==> src/rtl/arm_ctrl_pkg.sv <==
// Shared encodings for the ARM control unit: condition codes, opcode classes,
// data-processing commands and datapath select values.
package arm_ctrl_pkg;

    typedef enum logic [3:0] {
        EQ = 4'b0000, NE = 4'b0001, CS = 4'b0010, CC = 4'b0011,
        MI = 4'b0100, PL = 4'b0101, VS = 4'b0110, VC = 4'b0111,
        HI = 4'b1000, LS = 4'b1001, GE = 4'b1010, LT = 4'b1011,
        GT = 4'b1100, LE = 4'b1101, AL = 4'b1110, NV = 4'b1111
    } cond_e;

    typedef enum logic [1:0] {
        OP_DP  = 2'b00,
        OP_MEM = 2'b01,
        OP_BR  = 2'b10,
        OP_UND = 2'b11
    } op_e;

    localparam logic [3:0] CMD_ADD = 4'b0100;
    localparam logic [3:0] CMD_SUB = 4'b0010;
    localparam logic [3:0] CMD_AND = 4'b0000;
    localparam logic [3:0] CMD_ORR = 4'b1100;
    localparam logic [3:0] CMD_CMP = 4'b1010;

    localparam logic [1:0] ALU_ADD = 2'b00;
    localparam logic [1:0] ALU_SUB = 2'b01;
    localparam logic [1:0] ALU_AND = 2'b10;
    localparam logic [1:0] ALU_ORR = 2'b11;

    localparam logic [1:0] IMM_DP  = 2'b00;
    localparam logic [1:0] IMM_MEM = 2'b01;
    localparam logic [1:0] IMM_BR  = 2'b10;

    localparam logic [1:0] REGSRC_DP  = 2'b00;
    localparam logic [1:0] REGSRC_BR  = 2'b01;
    localparam logic [1:0] REGSRC_STR = 2'b10;

endpackage

==> src/rtl/arm_cond_logic.sv <==
// NZCV flags register, condition evaluation and gating of the architectural
// side effects (register write, memory write, PC load, flag update).
module arm_cond_logic
    import arm_ctrl_pkg::*;
(
    input  logic       clk,
    input  logic       reset,
    input  cond_e      cond_i,
    input  logic [3:0] alu_flags_i,
    input  logic [1:0] flag_w_i,
    input  logic       pcs_i,
    input  logic       reg_w_i,
    input  logic       mem_w_i,
    input  logic       no_write_i,
    input  logic       undef_i,
    output logic [3:0] flags_o,
    output logic       reg_write_o,
    output logic       mem_write_o,
    output logic       pc_src_o
);

    logic [3:0] flags_q, flags_d;
    logic       n, z, c, v;
    logic       cond_ex;
    logic       exec;

    assign {n, z, c, v} = flags_q;

    always_comb begin
        cond_ex = 1'b0;
        case (cond_i)
            EQ: cond_ex = z;
            NE: cond_ex = ~z;
            CS: cond_ex = c;
            CC: cond_ex = ~c;
            MI: cond_ex = n;
            PL: cond_ex = ~n;
            VS: cond_ex = v;
            VC: cond_ex = ~v;
            HI: cond_ex = c & ~z;
            LS: cond_ex = ~c | z;
            GE: cond_ex = (n == v);
            LT: cond_ex = (n != v);
            GT: cond_ex = ~z & (n == v);
            LE: cond_ex = z | (n != v);
            AL: cond_ex = 1'b1;
            default: cond_ex = 1'b0;
        endcase
    end

    // An undefined encoding must not leave any architectural trace.
    assign exec = cond_ex & ~undef_i;

    assign reg_write_o = reg_w_i & exec & ~no_write_i;
    assign mem_write_o = mem_w_i & exec;
    assign pc_src_o    = pcs_i & exec;

    always_comb begin
        flags_d = flags_q;
        if (flag_w_i[1] && exec) flags_d[3:2] = alu_flags_i[3:2];
        if (flag_w_i[0] && exec) flags_d[1:0] = alu_flags_i[1:0];
    end

    always_ff @(posedge clk or posedge reset) begin
        if (reset) flags_q <= 4'b0000;
        else       flags_q <= flags_d;
    end

    assign flags_o = flags_q;

endmodule

==> src/rtl/arm_control_unit.sv <==
// Single-cycle ARM control unit: main/ALU decode feeding the conditional
// execution block, plus the undefined-instruction indicator.
module arm_control_unit
    import arm_ctrl_pkg::*;
#(
    parameter bit UNDEF_STICKY = 1'b1
) (
    input  logic        clk,
    input  logic        reset,
    input  logic [31:0] Instr,
    input  logic [3:0]  ALUFlags,
    output logic [1:0]  RegSrc,
    output logic        RegWrite,
    output logic [1:0]  ImmSrc,
    output logic        ALUSrc,
    output logic [1:0]  ALUControl,
    output logic        MemtoReg,
    output logic        PCSrc,
    output logic        MemWrite,
    output logic [3:0]  Flags,
    output logic        Undef
);

    cond_e      cond;
    op_e        op;
    logic [5:0] funct;
    logic [3:0] cmd;
    logic [3:0] rd;
    logic       s_bit;
    logic       reg_w, mem_w, br, no_write, pcs, undef_dec;
    logic [1:0] flag_w;
    logic       undef_q, undef_d;
    logic       unused_instr;

    assign cond  = cond_e'(Instr[31:28]);
    assign op    = op_e'(Instr[27:26]);
    assign funct = Instr[25:20];
    assign cmd   = funct[4:1];
    assign s_bit = funct[0];
    assign rd    = Instr[15:12];
    assign unused_instr = ^{Instr[19:16], Instr[11:0]};

    always_comb begin
        RegSrc     = REGSRC_DP;
        ImmSrc     = IMM_DP;
        ALUSrc     = 1'b0;
        ALUControl = ALU_ADD;
        MemtoReg   = 1'b0;
        reg_w      = 1'b0;
        mem_w      = 1'b0;
        br         = 1'b0;
        no_write   = 1'b0;
        flag_w     = 2'b00;
        undef_dec  = (cond == NV);
        case (op)
            OP_DP: begin
                ALUSrc = funct[5];
                reg_w  = 1'b1;
                case (cmd)
                    CMD_ADD: ALUControl = ALU_ADD;
                    CMD_SUB: ALUControl = ALU_SUB;
                    CMD_AND: ALUControl = ALU_AND;
                    CMD_ORR: ALUControl = ALU_ORR;
                    CMD_CMP: begin
                        ALUControl = ALU_SUB;
                        no_write   = 1'b1;
                        if (!s_bit) undef_dec = 1'b1;
                    end
                    default: undef_dec = 1'b1;
                endcase
                flag_w[1] = s_bit;
                flag_w[0] = s_bit & ((cmd == CMD_ADD) | (cmd == CMD_SUB) | (cmd == CMD_CMP));
            end
            OP_MEM: begin
                RegSrc   = s_bit ? REGSRC_DP : REGSRC_STR;
                ImmSrc   = IMM_MEM;
                ALUSrc   = 1'b1;
                MemtoReg = s_bit;
                reg_w    = s_bit;
                mem_w    = ~s_bit;
            end
            OP_BR: begin
                RegSrc = REGSRC_BR;
                ImmSrc = IMM_BR;
                ALUSrc = 1'b1;
                br     = 1'b1;
            end
            default: undef_dec = 1'b1;
        endcase
        // Undefined encodings present an all-zero select bundle downstream.
        if (undef_dec) begin
            RegSrc     = REGSRC_DP;
            ImmSrc     = IMM_DP;
            ALUSrc     = 1'b0;
            ALUControl = ALU_ADD;
            MemtoReg   = 1'b0;
        end
    end

    assign pcs = br | ((rd == 4'hF) & reg_w);

    arm_cond_logic u_cond (
        .clk         (clk),
        .reset       (reset),
        .cond_i      (cond),
        .alu_flags_i (ALUFlags),
        .flag_w_i    (flag_w),
        .pcs_i       (pcs),
        .reg_w_i     (reg_w),
        .mem_w_i     (mem_w),
        .no_write_i  (no_write),
        .undef_i     (undef_dec),
        .flags_o     (Flags),
        .reg_write_o (RegWrite),
        .mem_write_o (MemWrite),
        .pc_src_o    (PCSrc)
    );

    assign undef_d = undef_dec | (UNDEF_STICKY & undef_q);

    always_ff @(posedge clk or posedge reset) begin
        if (reset) undef_q <= 1'b0;
        else       undef_q <= undef_d;
    end

    assign Undef = UNDEF_STICKY ? undef_q : undef_dec;

endmodule

==> config.mk <==
export PLATFORM = sky130hd
export DESIGN_NAME = arm_control_unit
export DESIGN_NICKNAME = d
export VERILOG_FILES = /design/src/rtl/arm_ctrl_pkg.sv /design/src/rtl/arm_cond_logic.sv /design/src/rtl/arm_control_unit.sv
export SDC_FILE = /design/constraint.sdc
export NUM_CORES = 1
export LEC_CHECK = 0
export BUFFER_PORTS_ARGS = -buffer_cell sky130_fd_sc_hd__buf_4
export CORE_MARGIN = 3
export CORE_UTILIZATION = 44
export CTS_CLUSTER_SIZE = 24
export DETAILED_ROUTE_END_ITERATION = 16
export PLACE_DENSITY = 0.84
export SETUP_SLACK_MARGIN = 0.5
export SLEW_MARGIN = 20
export SYNTH_ARGS = -nofsm -noshare
export SYNTH_HDL_FRONTEND = slang
export SYNTH_HIERARCHICAL = 1
export SYNTH_SLANG_ARGS = --single-unit
==> constraint.sdc <==
create_clock -name clk -period 4.7 [get_ports clk]
set_clock_uncertainty 0.2 [all_clocks]
set_input_delay 0.705 -clock clk [delete_from_list [all_inputs] [get_ports clk]]
set_output_delay 0.705 -clock clk [all_outputs]
set_load 0.02 [all_outputs]
[After elaboration in Yosys (flattened, before gate mapping)]
Index checks and enable logic that the tools add are counted.
Storage, ports and cells
  bits in registers: 5
  input port bits: 38
  output and inout bits: 16
  word-level logic and storage cells: 79
Cells by class
  eq/ne operators: 24
  multiplexer cells: 22
  bitwise logic cells: 22
  reduce and logical (&&, ||, !) cells: 8
Operators with widths (count)
  4-bit == test, second input constant: 11
  4-bit by 3-bit == test with 1-bit output, second input constant: 5
  1-bit case mux with 15 select lines: 1
  4-bit by 2-bit == test with 1-bit output, second input constant: 3
  2-bit two-way mux: 6
  1-bit bitwise AND: 9
  4-bit zero test: 2
  1-bit two-way mux: 8
  1-bit case mux with 2 select lines: 4
  2-bit case mux with 2 select lines: 2
  1-bit NOT: 7
  1-bit OR: 6
  2-bit case mux with 3 select lines: 1
  4-bit by 1-bit == test with 1-bit output, second input constant: 1
  2-bit OR reduction: 2
  4-bit OR reduction: 1
  2-bit by 1-bit == test with 1-bit output, second input constant: 1
  2-bit == test, second input constant: 1
  1-bit logical AND: 2
  2-bit zero test: 1
  1-bit == test: 1
  1-bit inequality test: 1

[Longest topological paths before layout]
  depth in word-level cells: 8
  depth in mapped cells: 8
  depth with buffers taken out: 8

[By module]
The synthesis kept the hierarchy.
By module, submodules not included
  arm_cond_logic: instances 1, cells each 49, area each 460.4 um^2, sequential area each 100.1 um^2
  arm_control_unit: instances 1, cells each 49, area each 344.1 um^2, sequential area each 25.0 um^2

[Least setup slack after synthesis]
No wires, ideal clock.
  kind: input to output
  from: in Instr[26]
  to: out RegSrc[0]
  arrival time: 2.312 ns
  data required time: 3.795 ns
  slack: 1.483 ns
  cell stages on the path: 6
  buffers on the path: 1
  cells stage by stage: inv_1 > ha_1 > nand4bb_1 > o31ai_2 > nor4_1 > buf_4
On the way
  word-level cells in the longest chain between the ends: 4
  elaborated cells on any way between the ends: 7
  classes of those cells: eq/ne (2); mux (3); reduce/logical (2)
Ends and longest elaborated chain
  start: declaration: line arm_control_unit.sv:10  | input logic [31:0] Instr,
  2-bit == test / 2-bit by 1-bit == test with 1-bit output (equally long branches): line arm_control_unit.sv:55  | case (op)
  2-bit OR reduction (no line)
  1-bit case mux with 2 select lines: line arm_control_unit.sv:55
  2-bit two-way mux (*): line arm_control_unit.sv:91  | if (undef_dec) begin
  end: declaration: line arm_control_unit.sv:12  | output logic [1:0] RegSrc,
Mark *: on every way between the ends. The rest lies on a longest branch, timed or not.

[Final worst setup path]
  from: in Instr[26]
  to: out RegWrite
On the way
  word-level cells in the longest chain between the ends: 7
  elaborated cells on any way between the ends: 12
  classes of those cells: eq/ne (2); mux (3); bitwise (5); reduce/logical (2)
Ends and longest elaborated chain
  2-bit == test / 2-bit by 1-bit == test with 1-bit output (equally long branches): line arm_control_unit.sv:55
  2-bit OR reduction (no line)
  1-bit case mux with 2 select lines (*): line arm_control_unit.sv:55
  net undef_dec: line arm_control_unit.sv:30  | logic reg_w, mem_w, br, no_write, pcs, undef_dec;
  1-bit NOT (*): line arm_cond_logic.sv:52  | assign exec = cond_ex & ~undef_i;
  1-bit bitwise AND (*): line arm_cond_logic.sv:52
  1-bit bitwise AND (*) (2 in a row): line arm_cond_logic.sv:54  | assign reg_write_o = reg_w_i & exec & ~no_write_i;
  end: declaration: line arm_control_unit.sv:13  | output logic RegWrite,
The timed path passes the listed nets; every way through them passes the cells marked *.

==> summary.txt <==
Outcome
  • Status: finished, final reports clean

Yosys
  • EDFF count, synth: 0
  • Most numerous cell in the Yosys netlist: inv_1
  • Cells after synthesis: 98
  • Main synth FF type: dfrtp_1
  • Cell taking the most area after synthesis: dfrtp_1
  • Yosys reg bits: 5
  • Top cells by count, synth: inv_1 (11), nor4_1 (6)
  • Asr flop ratio synth: 100%
  • Top-area cell type share of the netlist area: 15.6%
  • Syn Nets: 141
  • Synth Cell Area: 805 sq um
  • Post-synthesis sequential area ratio: 15.6%
  • Syn. warnings: 6
  • Netlist cell types: 40
  • Synthesized area per cell: 8.21 sq um
  • Synth top area cells: dfrtp_1 (16%), ha_1 (7.8%), mux2_1 (5.6%)

Timing
  • RSZ-0062 raised after global routing: false
  • Setup total negative slack: 0 ps
  • Period Utilization, post-route: 76.6%
  • Max frequency: 278 MHz
  • Max-slew violation count: 0
  • Final setup fails: 0
  • Max-slew headroom: 62.3%
  • Measured slew at the worst slew-check pin: 563 ps
  • Final Hold Fails: 0
  • Minimum clock period: 3600 ps

Floorplan
  • DIE AREA: 2380 sq um
  • Die X: 48.8 um
  • Starting Density: 49.9%
  • Top Ports: 54
  • Die Y-Extent: 48.8 um
  • # rows: 14
  • Core area: 1610 sq um

Route
  • Iteration-0 DRC Markers: 29
  • Drt drc: 0
  • Wirelength, routed: 2180 um
  • Vias/cell: 5.59
  • DRT antenna net count: 0
  • Vias after detailed routing: 884
  • Pre-Repair DR Iteration Count: 4
  • WL per Instance: 13.8 um

Setup path
  • Setup CP Type: in2out
  • Startpoint Class: primary input
  • Critical path capture point type: primary output
  • Worst Path Arrival: 2690 ps
  • Max Fanout on Critical Path: 7
  • Req. time, crit path: 3800 ps

Placement
  • Post-DP Area: 1080 sq um
  • Detailed Place HPWL: 1750 um
  • Routability Congestion: 0.798
  • I/O Buffers: 37
  • Inst Count DP: 154

Clocking
  • Total CTS buffers: 3
  • Setup Fix Bufs, Post-CTS: 0
  • CTS tree: yes
  • Hold buffers post-CTS: 0
  • H-Tree Depth: 1
  • Clk buf depth: 2
  • Worst-Skew Late Latency: 250 ps
  • CTS clk-pin slew, worst paths: 40 ps
  • Resize count post-CTS: 0
  • Root Buffer: clkbuf_4
  • CTS sink cnt: 5

Layout
  • Nets: 178
  • Diode count: 0
  • Layout fillers: 151
  • Register area: 125 sq um
  • Layout cell share with drive strength beyond 1: 33.6%
  • Finished Layout Cells: 158
  • Synthesis-to-finish area growth: 37.3%
  • Final Cell Area: 1100 sq um
  • Total area of multi-input combinational cells: 604 sq um

Pwr
  • VDD IR max: 0.239 mV
  • Pwr per Cell Area: 213 nW/um^2
  • Leak: 0.544 nW

Global route
  • Vias in the first global route: 792
  • Grt ovf: 0
  • Largest net degree at the start of global routing: 15
  • Initial antenna violation count: 0
  • GR Util All Layers: 18.1%
  • Global-route wire length before repair: 3440 um

Job
  • Maximum Capacitance Violations: 0

Hold path
  • Hold crit path type: in2async
critical path: stages:
cell and delay, ps:
buf_4 100, inv_1 60, ha_1 270, nand4bb_1 170, o31ai_2 130, or3_1 390
a41oi_1 440, and4b_1 290, buf_4 140
placed cells by master, fill, tap and decap left out, types with 2 or more instances in the layout:
| cell type | synthesis | routed |
|---|---|---|
| nor2b_1 | 2 | 2 |
| mux2_1 | 4 | 4 |
| nor4_1 | 6 | 6 |
| a21oi_1 | 5 | 5 |
| nand2_1 | 4 | 4 |
| nand4_1 | 2 | 2 |
| or3_1 | 3 | 3 |
| o21ai_0 | 2 | 2 |
| and3_1 | 3 | 3 |
| buf_4 | 1 | 37 |
| nor2_1 | 5 | 5 |
| clkbuf_4 | 0 | 3 |
| nand3b_1 | 3 | 3 |
| or3b_1 | 2 | 2 |
| nand3_1 | 3 | 3 |
| nand2b_1 | 2 | 2 |
| o311ai_2 | 2 | 2 |
| o32ai_1 | 2 | 2 |
| dfrtp_1 | 5 | 5 |
| ha_1 | 5 | 5 |
| mux2i_1 | 3 | 3 |
| inv_1 | 11 | 11 |
| xor2_1 | 2 | 2 |
| and4b_1 | 2 | 2 |
path summary, 6_finish.rpt:
path                                                    start                            end  slack [ps]  cells past startpoint
worst max-delay path                                Instr[26]                       RegWrite        1100                      9
worst min-delay path                                    reset                Undef$_DFF_PP0_         110                      2
worst max register to register  u_cond/flags_o[3]$_DFFE_PP0P_  u_cond/flags_o[2]$_DFFE_PP0P_        2480                      5
worst min register to register                Undef$_DFF_PP0_                Undef$_DFF_PP0_         290                      1
max in group asynchronous                               reset  u_cond/flags_o[0]$_DFFE_PP0P_        4000                      2
min in group clk                              Undef$_DFF_PP0_                Undef$_DFF_PP0_         290                      1
routing by layer:
layer	up-vias	track usage [%]	part of all wire (%)
li1	446	-	-
met1	400	20.9	41
met2	35	32.4	51
met3	3	4.60	6.7
met4	0	5.69	0.92
met5	-	0	0
kinds of logic (layout without fill, tap and decap cells):
| group | Yosys count | in the layout | synth area share [%] |
|---|---|---|---|
| adder cells (fa/ha/maj) | 5 | 5 | 7.78 |
| XOR/XNOR | 2 | 2 | 2.18 |
| flip-flops | 5 | 5 | 15.6 |
| AO/OA/AOI/OAI | 20 | 20 | 21.5 |
| buffers and inverters | 16 | 52 | 9.33 |
| AND/OR/NAND/NOR | 43 | 43 | 34.4 |
| multiplexers | 7 | 7 | 9.33 |
sequential cells by signal (all words and copies together) (netlist names):
signal and cells:
u_cond/flags_o 4, Undef 1
where the power goes:
part | switching, W | internal, W
clock network | 0.0000172 | 0.0000321
logic | 0.0000622 | 0.0000564
registers | 0.0000154 | 0.0000517
total | 0.0000947 | 0.000140
area by class of cell:
class	instances	share of cell area [%]
Clock buffer	4	2.38
Inverter	11	3.74
Multi-Input combinational cell	77	54.7
Sequential cell	5	11.3
Tap cell	24	2.72
Timing Repair Buffer	37	25.1
through the flow:
step / setup slack, ps / total power [W] / utilization [%] / hold WS, ps
5_1_grt: 1030 / 0.000251 / 68.6 / 103
6_report: 1100 / 0.000235 / 68.6 / 110
3_3_place_gp: 1190 / 0.000180 / 66.9 / 277
3_5_place_dp: 1150 / 0.000185 / 66.9 / 275
4_1_cts: 1150 / 0.000236 / 68.6 / 103
2_1_floorplan: 1480 / 0.000136 / - / 234
(Power assumes the default switching activity.)
